### src/rtl/fp16_pkg.sv
// Shared FP16 constants, FSM encoding and special-operand classification
// for the sequential half-precision divider.
package fp16_pkg;

    localparam int          FP16_BIAS    = 15;
    localparam logic [4:0]  FP16_EXP_MAX = 5'h1F;
    localparam logic [15:0] FP16_QNAN    = 16'h7C01;
    localparam int          EXP_W        = 5;
    localparam int          MANT_W       = 10;

    typedef enum logic [2:0] {
        ST_IDLE    = 3'd0,
        ST_PRENORM = 3'd1,
        ST_DIVIDE  = 3'd2,
        ST_POST    = 3'd3,
        ST_DONE    = 3'd4
    } state_t;

    typedef struct packed {
        logic        hit;
        logic [15:0] res;
    } special_t;

    // Ordered classification: the first matching rule decides the result.
    function automatic special_t fp16_special(input logic [15:0] op_a, input logic [15:0] op_b);
        special_t   sp;
        logic       sgn;
        logic       a_max, b_max, a_fz, b_fz;
        logic       a_nan, b_nan, a_inf, b_inf, a_zero, b_zero;
        sgn    = op_a[15] ^ op_b[15];
        a_max  = (op_a[MANT_W +: EXP_W] == FP16_EXP_MAX);
        b_max  = (op_b[MANT_W +: EXP_W] == FP16_EXP_MAX);
        a_fz   = (op_a[MANT_W-1:0] == '0);
        b_fz   = (op_b[MANT_W-1:0] == '0);
        a_nan  = a_max && !a_fz;
        b_nan  = b_max && !b_fz;
        a_inf  = a_max && a_fz;
        b_inf  = b_max && b_fz;
        a_zero = (op_a[MANT_W +: EXP_W] == '0) && a_fz;
        b_zero = (op_b[MANT_W +: EXP_W] == '0) && b_fz;
        sp.hit = 1'b1;
        if (a_nan || b_nan || (a_zero && b_zero) || (a_inf && b_inf)) begin
            sp.res = FP16_QNAN;
        end else if (a_inf || b_zero) begin
            sp.res = {sgn, FP16_EXP_MAX, {MANT_W{1'b0}}};
        end else if (a_zero || b_inf) begin
            sp.res = {sgn, 15'b0};
        end else begin
            sp.hit = 1'b0;
            sp.res = 16'h0000;
        end
        return sp;
    endfunction

endpackage

### src/rtl/fp16_lzc11.sv
// Combinational leading-zero count of an 11-bit mantissa (11 for all-zero).
module fp16_lzc11 (
    input  logic [10:0] val_i,
    output logic [3:0]  cnt_o
);

    // Ascending scan: the highest set bit is the last to write the count.
    always_comb begin
        cnt_o = 4'd11;
        for (int i = 0; i < 11; i++) begin
            if (val_i[i]) begin
                cnt_o = 4'(10 - i);
            end
        end
    end

endmodule

### src/rtl/fp16_div_seq.sv
// Sequential IEEE-754 half-precision divider: one restoring quotient bit per
// clock, truncating, with one operation in flight and a valid/ready handshake.
module fp16_div_seq
    import fp16_pkg::*;
#(
    parameter int ITER = 12
) (
    input  logic        clk,
    input  logic        rst_n,
    input  logic        in_valid,
    output logic        in_ready,
    input  logic [15:0] a,
    input  logic [15:0] b,
    output logic        out_valid,
    input  logic        out_ready,
    output logic [15:0] result
);

    state_t             state_q, state_d;
    logic [15:0]        a_q, a_d;
    logic [15:0]        b_q, b_d;
    logic               sign_q, sign_d;
    logic [10:0]        mb_q, mb_d;
    logic [11:0]        rem_q, rem_d;
    logic [11:0]        quo_q, quo_d;
    logic signed [6:0]  exp_q, exp_d;
    logic [3:0]         cnt_q, cnt_d;
    logic [15:0]        result_q, result_d;

    special_t           sp;
    logic [4:0]         ea_raw, eb_raw;
    logic [10:0]        mant_a_raw, mant_b_raw;
    logic [10:0]        mant_a_norm, mant_b_norm;
    logic [3:0]         lz_a, lz_b;
    logic signed [6:0]  ea_eff, eb_eff, exp_pre;

    logic               rem_ge;
    logic [11:0]        rem_sub;

    logic signed [6:0]  exp_adj;
    logic [9:0]         frac;
    logic [6:0]         den_sh;
    logic [9:0]         den_mant;
    logic [15:0]        post_res;

    assign sp = fp16_special(a, b);

    // Hidden bit is 1 for normals, so the count is zero for them and only
    // denormals get shifted up to 1.f.
    assign ea_raw     = a_q[MANT_W +: EXP_W];
    assign eb_raw     = b_q[MANT_W +: EXP_W];
    assign mant_a_raw = {(ea_raw != '0), a_q[MANT_W-1:0]};
    assign mant_b_raw = {(eb_raw != '0), b_q[MANT_W-1:0]};

    fp16_lzc11 u_lzc_a (
        .val_i (mant_a_raw),
        .cnt_o (lz_a)
    );

    fp16_lzc11 u_lzc_b (
        .val_i (mant_b_raw),
        .cnt_o (lz_b)
    );

    assign mant_a_norm = mant_a_raw << lz_a;
    assign mant_b_norm = mant_b_raw << lz_b;
    assign ea_eff      = (ea_raw == '0) ? 7'(7'd1 - 7'(lz_a)) : 7'(ea_raw);
    assign eb_eff      = (eb_raw == '0) ? 7'(7'd1 - 7'(lz_b)) : 7'(eb_raw);
    assign exp_pre     = ea_eff - eb_eff + 7'(FP16_BIAS);

    // Remainder stays below twice the divisor, so 12 bits never overflow.
    assign rem_ge  = (rem_q >= {1'b0, mb_q});
    assign rem_sub = rem_ge ? (rem_q - {1'b0, mb_q}) : rem_q;

    assign exp_adj  = quo_q[11] ? exp_q : (exp_q - 7'sd1);
    assign frac     = quo_q[11] ? quo_q[10:1] : quo_q[9:0];
    assign den_sh   = 7'(7'd1 - 7'(exp_adj));
    assign den_mant = 10'({1'b1, frac} >> den_sh);

    always_comb begin
        post_res = {sign_q, exp_adj[4:0], frac};
        if (exp_adj >= 7'sd31) begin
            post_res = {sign_q, FP16_EXP_MAX, {MANT_W{1'b0}}};
        end else if (exp_adj <= 7'sd0) begin
            post_res = {sign_q, 5'b0, den_mant};
        end
    end

    always_comb begin
        state_d   = state_q;
        a_d       = a_q;
        b_d       = b_q;
        sign_d    = sign_q;
        mb_d      = mb_q;
        rem_d     = rem_q;
        quo_d     = quo_q;
        exp_d     = exp_q;
        cnt_d     = cnt_q;
        result_d  = result_q;
        in_ready  = 1'b0;
        out_valid = 1'b0;
        case (state_q)
            ST_IDLE: begin
                in_ready = 1'b1;
                if (in_valid) begin
                    a_d = a;
                    b_d = b;
                    if (sp.hit) begin
                        result_d = sp.res;
                        state_d  = ST_DONE;
                    end else begin
                        state_d  = ST_PRENORM;
                    end
                end
            end
            ST_PRENORM: begin
                sign_d  = a_q[15] ^ b_q[15];
                mb_d    = mant_b_norm;
                rem_d   = {1'b0, mant_a_norm};
                quo_d   = '0;
                exp_d   = exp_pre;
                cnt_d   = '0;
                state_d = ST_DIVIDE;
            end
            ST_DIVIDE: begin
                rem_d = rem_sub << 1;
                quo_d = {quo_q[10:0], rem_ge};
                cnt_d = cnt_q + 4'd1;
                if (cnt_q == 4'(ITER - 1)) begin
                    state_d = ST_POST;
                end
            end
            ST_POST: begin
                result_d = post_res;
                state_d  = ST_DONE;
            end
            ST_DONE: begin
                out_valid = 1'b1;
                if (out_ready) begin
                    state_d = ST_IDLE;
                end
            end
            default: begin
                state_d = ST_IDLE;
            end
        endcase
    end

    always_ff @(posedge clk or negedge rst_n) begin
        if (!rst_n) begin
            state_q  <= ST_IDLE;
            a_q      <= '0;
            b_q      <= '0;
            sign_q   <= 1'b0;
            mb_q     <= '0;
            rem_q    <= '0;
            quo_q    <= '0;
            exp_q    <= '0;
            cnt_q    <= '0;
            result_q <= '0;
        end else begin
            state_q  <= state_d;
            a_q      <= a_d;
            b_q      <= b_d;
            sign_q   <= sign_d;
            mb_q     <= mb_d;
            rem_q    <= rem_d;
            quo_q    <= quo_d;
            exp_q    <= exp_d;
            cnt_q    <= cnt_d;
            result_q <= result_d;
        end
    end

    assign result = result_q;

endmodule

### config.mk
export PLATFORM = sky130hd
export DESIGN_NAME = fp16_div_seq
export DESIGN_NICKNAME = d
export VERILOG_FILES = /design/src/rtl/fp16_pkg.sv /design/src/rtl/fp16_lzc11.sv /design/src/rtl/fp16_div_seq.sv
export SDC_FILE = /design/constraint.sdc
export NUM_CORES = 1
export LEC_CHECK = 0
export CAP_MARGIN = 20
export CORE_AREA = 2 2 168 170
export CTS_CLUSTER_SIZE = 10
export DETAILED_ROUTE_END_ITERATION = 10
export DIE_AREA = 0 0 170 172
export PLACE_DENSITY_LB_ADDON = 0.15
export SYNTH_ARGS = -nofsm -noshare
export SYNTH_HDL_FRONTEND = slang
export SYNTH_SLANG_ARGS = --single-unit
### constraint.sdc
create_clock -name clk -period 5.2 [get_ports clk]
set_input_delay 1.56 -clock clk [delete_from_list [all_inputs] [get_ports clk]]
set_output_delay 1.56 -clock clk [all_outputs]
set_load 0.005 [all_outputs]
==> flow_summary.ini, run 1 <==
[clock_tree]
cts_resized = 0
clock-root-buffer = clkbuf_16
cts_tree = yes
clock_sink_count = 98
tritoncts.num_buffers = 9
postCtsSetupRepairBufs = 0
clk-insertion-delay-late_ns = 0.35
clkSlewWorstSetupHoldPaths_ns = 0.07
cts_buffer_depth = 2
cts_hold_repair.buffers = 0
htree_num_levels = 3

[power]
leakage_uw = 0.00327
power.net_switching_uw = 2610
clock_network_fraction_of_design_power_pct = 12.8
cell_internal_pwr_uw = 2950
sequentialPowerShare_pct = 28.5
power_frac_comb_pct = 58.7
power_per_cell_area_mw_per_mm2 = 701
power.share.switching_pct = 46.9
peakVddDrop_uv = 216

[yosys]
synthAdderAreaFrac_pct = 5.74
synth_top_cell_by_area = dfrtp_1
avgSynthCellArea_um2 = 8.91
yosysUniqueCellTypes = 81
synth.ff_latch_count = 98
yosys.area_share.simple_pct = 18.3
synth_top_cells_by_count = 98 x dfrtp_1, 74 x nand2_1, 70 x nor2_1, 66 x a21oi_1, 53 x o21ai_0
syn-num-nets = 830
post_synth_mux_area_share_pct = 10.4
post-synth-top-area-fraction_pct = 36.0
synth_top_family_by_area = compound AO/OA/AOI/OAI gates
synthesized_area_fraction_occupied_by_xor_and_xnor_cells_pct = 3.51
yosys_warnings = 0
most_instantiated_library_cell_after_synthesis = dfrtp_1
synthesis.instances = 764
synth_ff_type = dfrtp_1
post_synthesis_compound_gate_area_fraction_pct = 20.6
syn-cell-area_mm2 = 0.00680
synth_edf_count = 0
seq_area_frac_synth_pct = 36.0
yosys-top-cells-area = dfrtp_1 36%, ha_1 5.1%, mux2_2 5.0%, a21oi_1 4.9%, mux2i_1 4.1%
asyncSetResetFlopFracSynth_pct = 100

[timing]
rsz0062_at_grt = no
slew_headroom_pct = 43.3
worst-slew-pin-transition_ns = 0.850
fin_setup_tns_ns = 0
report.final.setup_viol = 0
finalCriticalPeriod_ns = 4.19
hold_slack_ns = 0.481
hold_viol_final = 0
layout_worst_path_cycle_share_pct = 80.6
timing.final.max_slew_violations = 0
fin_worst_skew_ns = 0.00936
final_worst_path_setup_slack_ns = 1.01
fmaxAchievable_mhz = 239

[global_route]
grt_first_pass_wirelength_um = 31100
grt_usage_pct = 13.6
grt_max_degree = 55
global_route.overflow_total = 0
grt_pass1_vias = 5475
grt_antenna_before_repair = 0

[worst_setup_path]
worstSetupStartpoint = a_q[11]
worstSetupPathType = reg2reg
worstPathRequired_ns = 5.41
worst-path-max-fanout = 9
startpoint_type = register
source_of_the_worst_register_to_register_timing_path = a_q[11]
worstPathArrival_ns = 4.39
crit_path_end_kind = register

[route]
avgViaCountPerCell = 4.91
detail_route.wirelength_um = 19200
drt_pass1_iterations = 5
route.layer.met1.wl_um = 10000
detailedRoute.firstIterationViolations = 252
maxUsedRoutingLayer = met4
post_drt_wl_per_cell_um = 16.8
num_vias = 5612
met3RoutedLength_um = 423
post-route-drc-count = 0
met2RoutedLength_um = 8480
remaining_number_of_nets_flagged_by_the_antenna_check_after_routing = 0

[floorplanning]
die-width_um = 170
floorplan.core_area_mm2 = 0.0275
placement_rows = 61
ios = 54
initial_core_util_pct = 24.8
dieArea_mm2 = 0.0292
fp.dieH_um = 172

[place]
place_area_mm2 = 0.00762
pre_cts_slack_ns = 0.999
portBuffers = 53
dp.final_hpwl_um = 14400
routability_congestion_estimate_from_global_placement = 0.794

[run]
max_cap_viol_count = 0

[outcome]
result_of_the_run = finished clean

[finish]
area.growth.synth_to_final_pct = 16.4
finish.instance_area_mm2 = 0.00792
post_route_cells_drive_above_1_share_pct = 10.8
final_net_count = 859
antenna_cells_inserted = 0

[hold_path]
hold_path_class = reg2reg
worstHoldStart = result[11]
==> layout make-up <==
type / count / area, um^2
fillers: 2965 / 19600
multi-input cells: 584 / 4000
flip-flops and latches: 98 / 2450
repair buffers: 61 / 588
well taps: 346 / 433
clock buffers: 10 / 239
inverters: 39 / 146
clock inverters: 5 / 62.6
==> critical path, stage by stage, from the launching register on <==
cell and delay, ns:
dfrtp_1 0.41, nor4_1 0.43, nand2b_1 0.19, nor2_2 0.29
o31a_1 0.40, clkinv_1 0.32, ha_1 0.35, a21o_1 0.16
ha_1 0.30, ha_1 0.29, a21o_1 0.18, a21o_1 0.19
a21o_1 0.17, a21oi_1 0.16, xnor2_1 0.13, o21ai_0 0.08
==> cells in the final DEF (no fill, tap or decap), types with 8 or more instances in the layout <==
master and n:
xnor2_1 10, o31ai_1 8, mux2_2 30, nor2_1 70
nand2_1 74, clkdlybuf4s50_1 52, a211oi_1 14, a22o_1 13
buf_4 9, o21ai_0 53, nor3_1 17, ha_1 28
nand2b_1 11, xor2_1 8, nor4_1 11, a21o_1 11
dfrtp_1 98, nand3_1 26, nor2b_1 12, clkbuf_16 9
a21oi_1 66, inv_1 36, mux2i_1 28
==> path summary, 6_finish.rpt <==
path | end | slack [ns] | depth (start not counted)
max | exp_q[6] | 1.01 | 15
min reg2reg | result[11] | 0.48 | 2
min | result[11] | 0.48 | 2
max in group asynchronous | a_q[10] | 3.08 | 2
max reg2reg | exp_q[6] | 1.01 | 15
min in group asynchronous | a_q[1] | 1.28 | 1
==> registers in the layout, summed over array words and instances (netlist names) <==
name	count
a_q	16
b_q	16
result	16
quo_q	12
state_q	3
exp_q	7
cnt_q	4
rem_q	12
mb_q	11
sign_q	1
==> metrics by stage <==
stage / utilization [%] / instances / total power [uW]
after floorplan: - / 764 / 4000
after global placement: 27.7 / 1128 / 4900
after detailed placement: 27.7 / 1128 / 4880
after CTS: 28.8 / 1143 / 5620
after global routing: 28.8 / 1143 / 6100
final: 28.8 / 1143 / 5550
==> layer usage <==
metal / vias up / global-route usage, %
li1: 2827 / -
met1: 2691 / 19.7
met2: 78 / 21.1
met3: 16 / 2.04
met4: 0 / 3.90
met5: - / 0
==> power groups by stage <==
stage / Sequential, uW / Clock, uW / Combinational (uW)
after CTS: 1590 / 733 / 3300
after global placement: 1600 / 0 / 3300
after floorplan: 1370 / 0 / 2620
final: 1580 / 709 / 3260
after detailed placement: 1600 / 0 / 3280
after global routing: 1660 / 766 / 3670
==> logic make-up (layout without fill, tap and decap cells) <==
logic type               count (synthesis)  after routing
AO/OA/AOI/OAI                          216            216
multiplexers                            62             62
AND/OR/NAND/NOR                        253            253
XOR/XNOR                                23             23
adder cells (fa/ha/maj)                 30             30
buffers and inverters                   82            115
flip-flops                              98             98
(Power assumes the default switching activity.)
==> inputs of run 2 (changes only) <==
- clock period: 5.2 -> 3.8 ns (I/O delays scaled with it)
==> run 2 against run 1 <==
Compared with the run above:
- design area rose by 2.8%
- final cell count is 2.0% higher
- hold slack gained 0.0051 ns
- clock skew increased by 0.0021 ns
- first-iteration DRC count down 8.3%
- sequential power increased by 35%
==> flow_summary.ini, run 2 (synthesis gave the netlist of run 1 again) <==
[worst_setup_path]
crit_path_end_kind = register
worstPathArrival_ns = 3.73
source_of_the_worst_register_to_register_timing_path = a_q[10]
worstSetupPathType = reg2reg
worstSetupStartpoint = a_q[10]
worstPathRequired_ns = 4.04
worst-path-max-fanout = 5
startpoint_type = register

[global_route]
grt_usage_pct = 13.8
global_route.overflow_total = 0
grt_max_degree = 58
grt_first_pass_wirelength_um = 31700
grt_antenna_before_repair = 0
grt_pass1_vias = 5631

[hold_path]
worstHoldStart = result[13]
hold_path_class = reg2reg

[place]
portBuffers = 53
post-place-cells = 1149
routability_congestion_estimate_from_global_placement = 0.771
dp.final_hpwl_um = 14700

[power]
leakage_uw = 0.00339
power.share.switching_pct = 46.4
power.net_switching_uw = 3610
cell_internal_pwr_uw = 4170
sequentialPowerShare_pct = 27.5
power_frac_comb_pct = 59.5
peakVddDrop_uv = 285
power_per_cell_area_mw_per_mm2 = 955
clock_network_fraction_of_design_power_pct = 13.1

[route]
avgViaCountPerCell = 4.86
remaining_number_of_nets_flagged_by_the_antenna_check_after_routing = 0
detailedRoute.firstIterationViolations = 231
post-route-drc-count = 0
detail_route.wirelength_um = 19300
post_drt_wl_per_cell_um = 16.6
num_vias = 5669
drt_pass1_iterations = 4

[timing]
hold_viol_final = 0
layout_worst_path_cycle_share_pct = 91.9
fin_worst_skew_ns = 0.0114
fmaxAchievable_mhz = 286
report.final.setup_viol = 0
finalCriticalPeriod_ns = 3.49
timing.final.max_slew_violations = 0
rsz0062_at_grt = no
slew_headroom_pct = 48.1
worst-slew-pin-transition_ns = 0.779
fin_setup_tns_ns = 0

[finish]
antenna_cells_inserted = 0
area.growth.synth_to_final_pct = 19.6
mostFrequentLayoutCell = dfrtp_1
post_route_cells_drive_above_1_share_pct = 13.4
final_net_count = 881
layout.cells.most_common_list = 98 x dfrtp_1, 74 x nand2_1, 70 x nor2_1, 66 x a21oi_1, 53 x o21ai_0
final-instance-count-excl-fill = 1166

[clock_tree]
cts_tree = yes
clock_sink_count = 98
cts_buffer_depth = 2
htree_num_levels = 3
clkSlewWorstSetupHoldPaths_ns = 0.07
tritoncts.num_buffers = 9
cts_hold_repair.buffers = 0
clock-root-buffer = clkbuf_16
clk-insertion-delay-late_ns = 0.35

[floorplanning]
placement_rows = 61
fp.dieH_um = 172
dieArea_mm2 = 0.0292
ios = 54
initial_core_util_pct = 24.8
floorplan.core_area_mm2 = 0.0275
die-width_um = 170

[run]
max_cap_viol_count = 0

[outcome]
result_of_the_run = finished clean
==> run 2: final timing paths <==
kind	depth (start not counted)	to	slack, ns
max in group asynchronous	2	state_q[0]	2.30
min in group asynchronous	1	rem_q[8]	0.78
max reg2reg	16	exp_q[6]	0.31
max	16	exp_q[6]	0.31
min	2	result[13]	0.49
min reg2reg	2	result[13]	0.49
==> run 2: final cells by class <==
cell class	count	area, um^2
inverters	39	146
multi-input cells	584	4020
well taps	346	433
clock inverters	6	90.1
repair buffers	83	766
flip-flops and latches	98	2450
fillers	2964	19300
clock buffers	10	229
==> run 2: stage by stage <==
step / power (uW) / area, um^2 / setup WS [ns] / utilization (%) / hold WS, ns
after detailed placement: 6800 / 7790 / 0.118 / 28.3 / 0.472
after floorplan: 5470 / 6800 / 0.223 / - / 0.450
after CTS: 7850 / 8110 / 0.120 / 29.5 / 0.490
final: 7780 / 8140 / 0.309 / 29.6 / 0.486
after global routing: 8540 / 8140 / 0.0256 / 29.6 / 0.517
after global placement: 6810 / 7790 / 0.234 / 28.3 / 0.463
==> run 2: what timing repair did <==
item                                   CTS  global route
endpoints found under the hold margin    0             0
gates resized for setup                  0             4
setup endpoints to repair                0             1
setup buffers                            0             1
==> run 2: worst max-delay path: stages, from the launching register on <==
cell      delay [ns]
dfrtp_1         0.41
nor4_4          0.30
nand2b_1        0.17
nor2_4          0.16
nand2_1         0.09
nor2_1          0.15
inv_1           0.09
ha_1            0.32
a21o_1          0.17
ha_1            0.29
ha_1            0.29
a21o_1          0.18
a21o_1          0.19
a21o_1          0.18
a21oi_1         0.17
xnor2_1         0.13
o21ai_0         0.08
==> run 2: metal layers <==
| layer | routed length, um | global-route usage [%] | vias to the layer above |
|---|---|---|---|
| met2 | 8520 | 21.3 | 76 |
| met4 | 269 | 3.79 | 0 |
| met5 | 0 | 0 | - |
| met3 | 516 | 1.79 | 17 |
| li1 | - | - | 2863 |
| met1 | 10000 | 20.2 | 2713 |
==> run 2: power by group through the flow <==
stage          clock [uW]  sequential (uW)  combinational (uW)
6_report             1020             2140                4620
5_1_grt              1090             2240                5210
4_1_cts              1050             2130                4680
3_5_place_dp            0             2150                4650
3_3_place_gp            0             2150                4670
2_1_floorplan           0             1880                3590
==> inputs of run 3 (changes only) <==
- CORE_AREA: 2 2 168 170 -> 2 2 170 172
- DIE_AREA: 0 0 170 172 -> 0 0 172 174
- SYNTH_HIERARCHICAL: not set -> 1
==> run 3 against run 2 <==
Compared with the run above:
- hold slack gained 0.010 ns
- non-clock buffer count grew 6
- synthesized area grew 1.8%
- flip-flop and latch count is the same
- combinational power grew 2%
- maximum frequency shrank 2.2%
- first-iteration DRC count grew 26%
- clock-buffer cell count shrank 1
- register-to-register slack lost 0.08 ns
- critical endpoint unchanged
- largest cell class unchanged
- highest routed layer unchanged
==> flow_summary.ini, run 3 <==
[outcome]
result_of_the_run = finished clean

[global_route]
grt_antenna_before_repair = 0
grt_max_degree = 37
grt_usage_pct = 13.3
grt_first_pass_wirelength_um = 31300
grt_pass1_vias = 5506
global_route.overflow_total = 0

[timing]
report.final.setup_viol = 0
hold_slack_ns = 0.496
finalCriticalPeriod_ns = 3.57
hold_viol_final = 0
final_worst_path_setup_slack_ns = 0.231
fmaxAchievable_mhz = 280
layout_worst_path_cycle_share_pct = 93.9
timing.final.max_slew_violations = 0
fin_worst_skew_ns = 0.0198
worst-slew-pin-transition_ns = 0.689
slew_headroom_pct = 54.0

[floorplanning]
floorplan.core_area_mm2 = 0.0282
fp.dieH_um = 174
ios = 54
initial_core_util_pct = 24.5
die-width_um = 172
dieArea_mm2 = 0.0299
placement_rows = 62

[worst_setup_path]
rrSetupSlack_ns = 0.23
worstSetupPathType = reg2reg
startpoint_type = register
worst-path-max-fanout = 4
critPathCapture = exp_q[6]
crit_path_end_kind = register
worstSetupStartpoint = a_q[10]
r2r.worst_path.cells = 16
worstPathRequired_ns = 4.03
source_of_the_worst_register_to_register_timing_path = a_q[10]
worstPathArrival_ns = 3.80
crit-reg2reg-capture = exp_q[6]

[finish]
final-instance-count-excl-fill = 1186
post_route_cells_drive_above_1_share_pct = 16.1
area_of_the_multi_input_gates_mm2 = 0.00423
finish.instance_area_mm2 = 0.00843
final_util_pct = 29.8
register_area_mm2 = 0.00245
nFillCells = 3015
mostFrequentLayoutCell = dfrtp_1
antenna_cells_inserted = 0
layout.cells.most_common_list = 98 x dfrtp_1, 66 x nand2_1, 54 x nor2_1, 52 x clkdlybuf4s50_1, 47 x o21ai_0
final_net_count = 863
area.growth.synth_to_final_pct = 21.6

[yosys]
synth.ff_latch_count = 98
syn-cell-area_mm2 = 0.00693
asyncSetResetFlopFracSynth_pct = 100
syn-num-nets = 806
synthesis.instances = 740
synth_top_cells_by_count = 98 x dfrtp_1, 66 x nand2_1, 55 x nor2_1, 47 x o21ai_0, 45 x mux2i_1
yosys_warnings = 6
yosys-top-cells-area = dfrtp_1 35%, mux2i_1 6.5%, mux2_2 6.2%, ha_1 5.1%, nand2_1 3.6%
synth_edf_count = 0
most_instantiated_library_cell_after_synthesis = dfrtp_1
avgSynthCellArea_um2 = 9.36
yosysUniqueCellTypes = 73
seq_area_frac_synth_pct = 35.4
synth_top_cell_by_area = dfrtp_1
post-synth-top-area-fraction_pct = 35.4
synth_ff_type = dfrtp_1

[route]
drt_pass1_iterations = 4
remaining_number_of_nets_flagged_by_the_antenna_check_after_routing = 0
post_drt_wl_per_cell_um = 16.2
num_vias = 5602
avgViaCountPerCell = 4.72
met3RoutedLength_um = 448
detailedRoute.firstIterationViolations = 290
route.layer.met1.wl_um = 10100
detail_route.wirelength_um = 19200
maxUsedRoutingLayer = met4
post-route-drc-count = 0
met2RoutedLength_um = 8530

[clock_tree]
cts_tree = yes
clock-root-buffer = clkbuf_16
clkSlewWorstSetupHoldPaths_ns = 0.09
tritoncts.num_buffers = 9
cts_hold_repair.buffers = 0
htree_num_levels = 3
clk-insertion-delay-late_ns = 0.36
cts_buffer_depth = 2
clock_sink_count = 98

[place]
pre_cts_slack_ns = -0.0415
dp.final_hpwl_um = 14600
place_area_mm2 = 0.00807
portBuffers = 53
post-place-cells = 1170
routability_congestion_estimate_from_global_placement = 0.774

[power]
leakage_uw = 0.00341
peakVddDrop_uv = 323
power_per_cell_area_mw_per_mm2 = 932

[run]
max_cap_viol_count = 0

[hold_path]
hold_path_class = reg2reg
## run 3: report_power, final
part           internal (uW)  leakage (uW)  switching, uW
Clock                    534      0.000154            495
Sequential              1530       0.00122            575
Combinational           2180       0.00204           2550
## run 3: what timing repair did
item                                    CTS  global route
gates resized for setup                   0             8
setup buffers                             0             0
hold endpoints to repair                  0             0
endpoints found under the setup margin    0             2
## run 3: how the worst min path moves through the flow
stage	slack (ns)	cells past startpoint	from	end
after global placement	0.47	1	rem_q[11]	rem_q[11]
after CTS	0.50	1	rem_q[11]	rem_q[11]
after global routing	0.51	1	rem_q[11]	rem_q[11]
after floorplan	0.45	2	mb_q[8]	mb_q[8]
after detailed placement	0.47	1	rem_q[11]	rem_q[11]
final	0.50	2	result[6]	result[6]
## run 3: stage by stage
step | setup TNS (ns) | total power, uW
6_report | 0 | 7850
5_1_grt | -0.0153 | 8630
4_1_cts | 0 | 7920
3_5_place_dp | -0.0415 | 6850
3_3_place_gp | -0.0474 | 6880
2_1_floorplan | 0 | 5460
## run 3: logic make-up after synthesis
group                      share of synthesized area (%)
AOI/OAI and AO/OA                                   19.6
xor gates and xnor gates                            3.68
adders and majority gates                           5.63
buffers and inverters                               4.28
DFF                                                 35.4
muxes                                               15.3
and+or+nand+nor                                     16.1
## run 3: area by class of cell
| type | count | area share, % |
|---|---|---|
| inverter | 33 | 1.47 |
| timing repair buffer | 89 | 9.77 |
| clock inverter | 7 | 1.14 |
| tap | 384 | 5.70 |
| clock buffer | 9 | 2.67 |
| sequential | 98 | 29.1 |
| multi-input combinational | 566 | 50.1 |
## run 3: worst max-delay path, stage by stage (launching register included)
cell and delay, ns:
dfrtp_1 0.37, or3_1 0.38, or3_1 0.35, nor2_2 0.13, nand2_1 0.08, a21oi_2 0.13
inv_1 0.10, ha_1 0.20, xor2_1 0.15, o31ai_1 0.24, ha_1 0.28, ha_1 0.34
a21o_1 0.19, a21o_1 0.19, a21oi_2 0.14, xnor2_1 0.12, o21ai_0 0.08
## run 3: layer usage
layer | GRT usage (%) | up-vias
met5 | 0 | -
met4 | 3.01 | 0
met3 | 1.73 | 10
met2 | 20.4 | 81
met1 | 19.8 | 2669
li1 | - | 2842
